**config.mk**
```make
export PLATFORM = sky130hd
export DESIGN_NAME = sram_byte_loader
export DESIGN_NICKNAME = d
export VERILOG_FILES = /design/src/rtl/sram_byte_loader.sv
export SDC_FILE = /design/constraint.sdc
export NUM_CORES = 1
export LEC_CHECK = 0
export BUFFER_PORTS_ARGS = -buffer_cell sky130_fd_sc_hd__buf_4
export CAP_MARGIN = 0
export CORE_ASPECT_RATIO = 1.2
export CORE_MARGIN = 2
export CORE_UTILIZATION = 48
export CTS_CLUSTER_SIZE = 40
export DETAILED_ROUTE_END_ITERATION = 12
export PLACE_DENSITY_LB_ADDON = 0.3
export RECOVER_POWER = 50
export SLEW_MARGIN = 10
export SYNTH_ARGS = -nofsm -noshare
export SYNTH_HDL_FRONTEND = slang
export SYNTH_SLANG_ARGS = --single-unit
```
**constraint.sdc**
```tcl
create_clock -name clk -period 2 [get_ports clk]
set_input_delay 0.1 -clock clk [delete_from_list [all_inputs] [get_ports clk]]
set_output_delay 0.1 -clock clk [all_outputs]
set_load 0.02 [all_outputs]
```
**src/rtl/sram_byte_loader.sv**
```systemverilog
// ============================================================================
// Module : sram_byte_loader
// Packs a byte stream little-endian into words and writes DEPTH consecutive
// words from BASE_ADDR through a req/ack SRAM write port.
// Rev    : 1.0  initial release
// ============================================================================
`default_nettype none

module sram_byte_loader #(
    parameter int WIDTH     = 32,
    parameter int DEPTH     = 196,
    parameter int ADDR_BIT  = 12,
    parameter int BASE_ADDR = 0
) (
    input  logic                clk,
    input  logic                rst_b,
    input  logic                start,
    input  logic [7:0]          din,
    input  logic                din_valid,
    output logic                din_ready,
    output logic                req,
    output logic                r0w1,
    output logic [ADDR_BIT-1:0] addr,
    output logic [WIDTH-1:0]    wdata,
    input  logic                ack,
    output logic                busy,
    output logic                done,
    output logic [ADDR_BIT-1:0] word_cnt
);

    localparam int NB    = WIDTH / 8;
    localparam int IDX_W = (NB > 1) ? $clog2(NB) : 1;

    localparam logic [IDX_W-1:0]    c_LAST_LANE = IDX_W'(NB - 1);
    localparam logic [ADDR_BIT-1:0] c_LAST_WORD = ADDR_BIT'(DEPTH - 1);
    localparam logic [ADDR_BIT-1:0] c_BASE      = ADDR_BIT'(BASE_ADDR);

    generate
        if ((longint'(BASE_ADDR) + longint'(DEPTH) - 1) >= (longint'(1) << ADDR_BIT)) begin : g_addr_range_check
            $error("sram_byte_loader: BASE_ADDR + DEPTH - 1 does not fit in ADDR_BIT bits");
        end
    endgenerate

    typedef enum logic [1:0] {
        S_IDLE = 2'd0,
        S_FILL = 2'd1,
        S_REQ  = 2'd2,
        S_DONE = 2'd3
    } state_t;

    state_t               r_state;
    state_t               w_next_state;

    logic                 r_din_ready;
    logic                 r_req;
    logic                 r_busy;
    logic                 r_done;
    logic [ADDR_BIT-1:0]  r_addr;
    logic [WIDTH-1:0]     r_wdata;
    logic [ADDR_BIT-1:0]  r_word_cnt;
    logic [IDX_W-1:0]     r_byte_idx;

    logic                 w_accept;
    logic                 w_last_lane;
    logic                 w_last_word;

    assign w_accept    = (r_state == S_FILL) && din_valid && r_din_ready;
    assign w_last_lane = (r_byte_idx == c_LAST_LANE);
    assign w_last_word = (r_word_cnt == c_LAST_WORD);

    always_comb begin
        w_next_state = r_state;
        case (r_state)
            S_IDLE: if (start)                   w_next_state = S_FILL;
            S_FILL: if (w_accept && w_last_lane) w_next_state = S_REQ;
            S_REQ:  if (ack)                     w_next_state = w_last_word ? S_DONE : S_FILL;
            S_DONE:                              w_next_state = S_IDLE;
            default:                             w_next_state = S_IDLE;
        endcase
    end

    always_ff @(posedge clk or negedge rst_b) begin
        if (!rst_b) begin
            r_state <= S_IDLE;
        end else begin
            r_state <= w_next_state;
        end
    end

    // Control outputs are decoded from the next state so they are flops that
    // line up exactly with the state they describe.
    always_ff @(posedge clk or negedge rst_b) begin
        if (!rst_b) begin
            r_din_ready <= 1'b0;
            r_req       <= 1'b0;
            r_busy      <= 1'b0;
            r_done      <= 1'b0;
        end else begin
            r_din_ready <= (w_next_state == S_FILL);
            r_req       <= (w_next_state == S_REQ);
            r_busy      <= (w_next_state == S_FILL) || (w_next_state == S_REQ);
            r_done      <= (w_next_state == S_DONE);
        end
    end

    always_ff @(posedge clk or negedge rst_b) begin
        if (!rst_b) begin
            r_addr     <= c_BASE;
            r_wdata    <= '0;
            r_word_cnt <= '0;
            r_byte_idx <= '0;
        end else begin
            case (r_state)
                S_IDLE: begin
                    if (start) begin
                        r_addr     <= c_BASE;
                        r_word_cnt <= '0;
                        r_byte_idx <= '0;
                    end
                end
                S_FILL: begin
                    if (w_accept) begin
                        r_wdata[8*r_byte_idx +: 8] <= din;
                        r_byte_idx <= w_last_lane ? '0 : r_byte_idx + IDX_W'(1);
                    end
                end
                S_REQ: begin
                    if (ack) begin
                        r_word_cnt <= r_word_cnt + ADDR_BIT'(1);
                        r_byte_idx <= '0;
                        // The final address is kept so the last write stays visible.
                        if (!w_last_word) begin
                            r_addr <= r_addr + ADDR_BIT'(1);
                        end
                    end
                end
                default: ;
            endcase
        end
    end

    assign din_ready = r_din_ready;
    assign req       = r_req;
    assign r0w1      = r_req;
    assign addr      = r_addr;
    assign wdata     = r_wdata;
    assign busy      = r_busy;
    assign done      = r_done;
    assign word_cnt  = r_word_cnt;

endmodule

`default_nettype wire

```
==> reports/qor.txt <==
Final #Nets = 431
pin count of the biggest net entering global routing = 65
CP endpoint kind = flop
leak pwr = 1.68 nW
CTS Buf Count = 9
first-pass GRT wire length = 12600 µm
PortBufs = 73
Die W = 76.7 µm
syn_nets = 341
maximum clock path buffer count = 2
Clk Latency, worst-skew pair = 0.34 ns
finished layout cell area = 3780 µm²
Yosys cell types = 47
slew at the pin with the worst max-slew slack = 1.41 ns
Worst Path Buf+Inv = 1
WS Path Type = reg2reg
fillers = 578
CORE AREA = 6090 µm²
CP Data Required Time = 2.24 ns
Clk pin slew, worst setup/hold paths = 0.07 ns
Final Max Tran Viols = 0
Async SR Flop Fraction = 1.00
CTS tree = done
per-cell routed wire length = 14.8 µm
final global-route overflow total = 0
minimum clock period = 1.90 ns
worst vdd ir = 0.000667 V
Int Pwr = 2.63 mW
via count = 2694
CP top delay family = simple AND/OR/NAND/NOR gates
Seq/Total Area, Yosys = 0.526
share of cells above drive strength 1 = 0.148
Fmax = 525 MHz
Combinational Power Share = 0.315
Initial Util = 0.500
final WL = 7340 µm
Area Growth Syn to Fin = 24.2%
CTS Root Cell = clkbuf_8
DP HPWL = 5300 µm
worst-path maximum fanout = 5
total of max-cap violations = 0
Post-synth EDFFs = 0
sw power = 1.57 mW
DR vias/cell = 5.44
area of the multi-input gates = 1380 µm²
pwr/cell area = 1110 nW/µm²
Seq cells post-synth = 64
Yosys warning count = 0
Rows = 31
Worst Setup Start Kind = flop
fin cells = 495
setup violators final = 0
commonest cells after routing, fill and taps aside = nand2_1 (77), dfrtp_1 (64), clkbuf_1 (55), o21ai_0 (37), buf_4 (35)
Worst Hold Class = in2reg
CP arrival = 2.15 ns
vias in the first global route = 2713
Detail Route Antenna Nets = 0
mapped cell area = 3050 µm²
die area = 7000 µm²
Slew HR = 0.0568
Final GP Congestion = 0.886
H-tree depth = 3
clock net sink count = 64
Placed Cells = 476
Post-Place Cell Area = 3760 µm²
diode count = 0
Die Y-Extent = 91.3 µm
sequential share of power = 0.418
share of total power in the clock network = 0.267
crit-path max cell delay = 0.56 ns
slowest CP cell = or4_4
cell breakdown of the critical path = or4_4, nor3_4, nor2b_1, o21a_1, ha_1, inv_1
sw frac = 0.374
commonest non-fill, non-tap cell in the layout = nand2_1
initial antenna violation count = 0
gr usage total = 0.227
Most used DFF post-synth = dfrtp_1
1st-pass router iterations = 4
DR iter-0 viols = 124
clk_skew = 0.00632 ns
Fin Setup TNS = 0 ns
DRC Markers = 0
Tcrit/Tclk final = 0.952
final hold vios = 0
status = finished clean
Register Area = 1600 µm²
io pins = 74
cell count after synthesis = 318
mean area per synthesized cell = 9.58 µm²
## logic make-up (layout without fill, tap and decap cells)
logic type	after synthesis	after routing	share of synthesized area
xor gates and xnor gates	5	5	0.0144
buffers and inverters	18	113	0.0238
AOI/OAI and AO/OA	74	74	0.154
muxes	3	3	0.0103
and+or+nand+nor	144	144	0.231
DFF	64	64	0.526
adders and majority gates	10	10	0.0411
## cell usage after synthesis (3+ instances only)
master | n | share of area
nand4_1 | 7 | 0.014
dfrtp_1 | 64 | 0.53
nor3b_1 | 4 | 0.0099
inv_1 | 7 | 0.0086
clkbuf_1 | 9 | 0.011
o31ai_1 | 3 | 0.0074
nor3_1 | 6 | 0.0099
a21oi_1 | 8 | 0.013
nor2_1 | 12 | 0.015
nand2_1 | 77 | 0.095
a31o_2 | 5 | 0.014
ha_1 | 10 | 0.041
and3_1 | 6 | 0.012
nand3_1 | 8 | 0.013
o21ai_0 | 38 | 0.062
a41oi_1 | 4 | 0.012
and4_1 | 3 | 0.0086
xnor2_1 | 4 | 0.012
nand2b_1 | 4 | 0.0082
a31oi_1 | 3 | 0.0062
## through the flow
| stage | total power [mW] | hold WS [ns] | setup slack (ns) | utilization |
|---|---|---|---|---|
| floorplan | 2.61 | -0.196 | 0.0584 | - |
| global placement | 3.27 | 0.236 | 0.130 | 0.618 |
| detailed placement | 3.32 | 0.244 | 0.0602 | 0.618 |
| CTS | 4.45 | 0.0320 | 0.0288 | 0.652 |
| global route | 4.49 | 0.0333 | -0.00419 | 0.621 |
| finish | 4.19 | 0.0411 | 0.0966 | 0.621 |
## final timing paths
| kind | startpoint | endpoint | slack, ns | cells past startpoint |
|---|---|---|---|---|
| setup / recovery | word_cnt[3] | busy | 0.1 | 6 |
| max in group asynchronous | rst_b | wdata[21] | 0.51 | 2 |
| hold / removal | din[0] | wdata[16] | 0.04 | 3 |
| min in group asynchronous | rst_b | addr[3] | 0.62 | 2 |
| setup reg to reg | word_cnt[3] | busy | 0.1 | 6 |
| hold reg to reg | wdata[25] | wdata[25] | 0.48 | 2 |
## final cells by class
class | instances | share of cell area
inverter | 7 | 0.00694
clock buffer | 13 | 0.0420
clock inverter | 3 | 0.0106
timing repair buffer | 90 | 0.126
multi-input combinational | 236 | 0.364
sequential | 64 | 0.423
tap | 82 | 0.0271
## power groups by stage
stage	sequential (mW)	clock [mW]	combinational, mW
after floorplan	2.05	0	0.569
after global placement	1.77	0	1.50
after detailed placement	1.78	0	1.54
after CTS	1.76	1.15	1.54
after global routing	1.79	1.21	1.49
final	1.75	1.12	1.32
## sequential cells by signal, summed over array words and instances (netlist names)
register	cells
r_byte_idx	2
word_cnt	12
wdata	32
din_ready	1
addr	12
done	1
busy	1
r_state	2
r0w1	1
## layer usage
metal	part of all wire	routed length (µm)	up-vias	GRT usage
met5	0	0	-	0
met2	0.50	3670	70	0.381
met1	0.43	3140	1299	0.276
li1	-	-	1312	-
met4	0.021	152	0	0.109
met3	0.051	371	13	0.0517
## worst min-delay path: cells and delay by family
family	cells	cell delay, ns
and+or+nand+nor	1	0.05
buffers and inverters	1	0.13
AOI/OAI and AO/OA	1	0.06
## timing repair
action	CTS	global route
hold buffers	1	0
setup buffers	0	2
endpoints found under the setup margin	0	3
resized for setup	0	1
hold endpoints to repair	64	0
(Power assumes the default switching activity.)
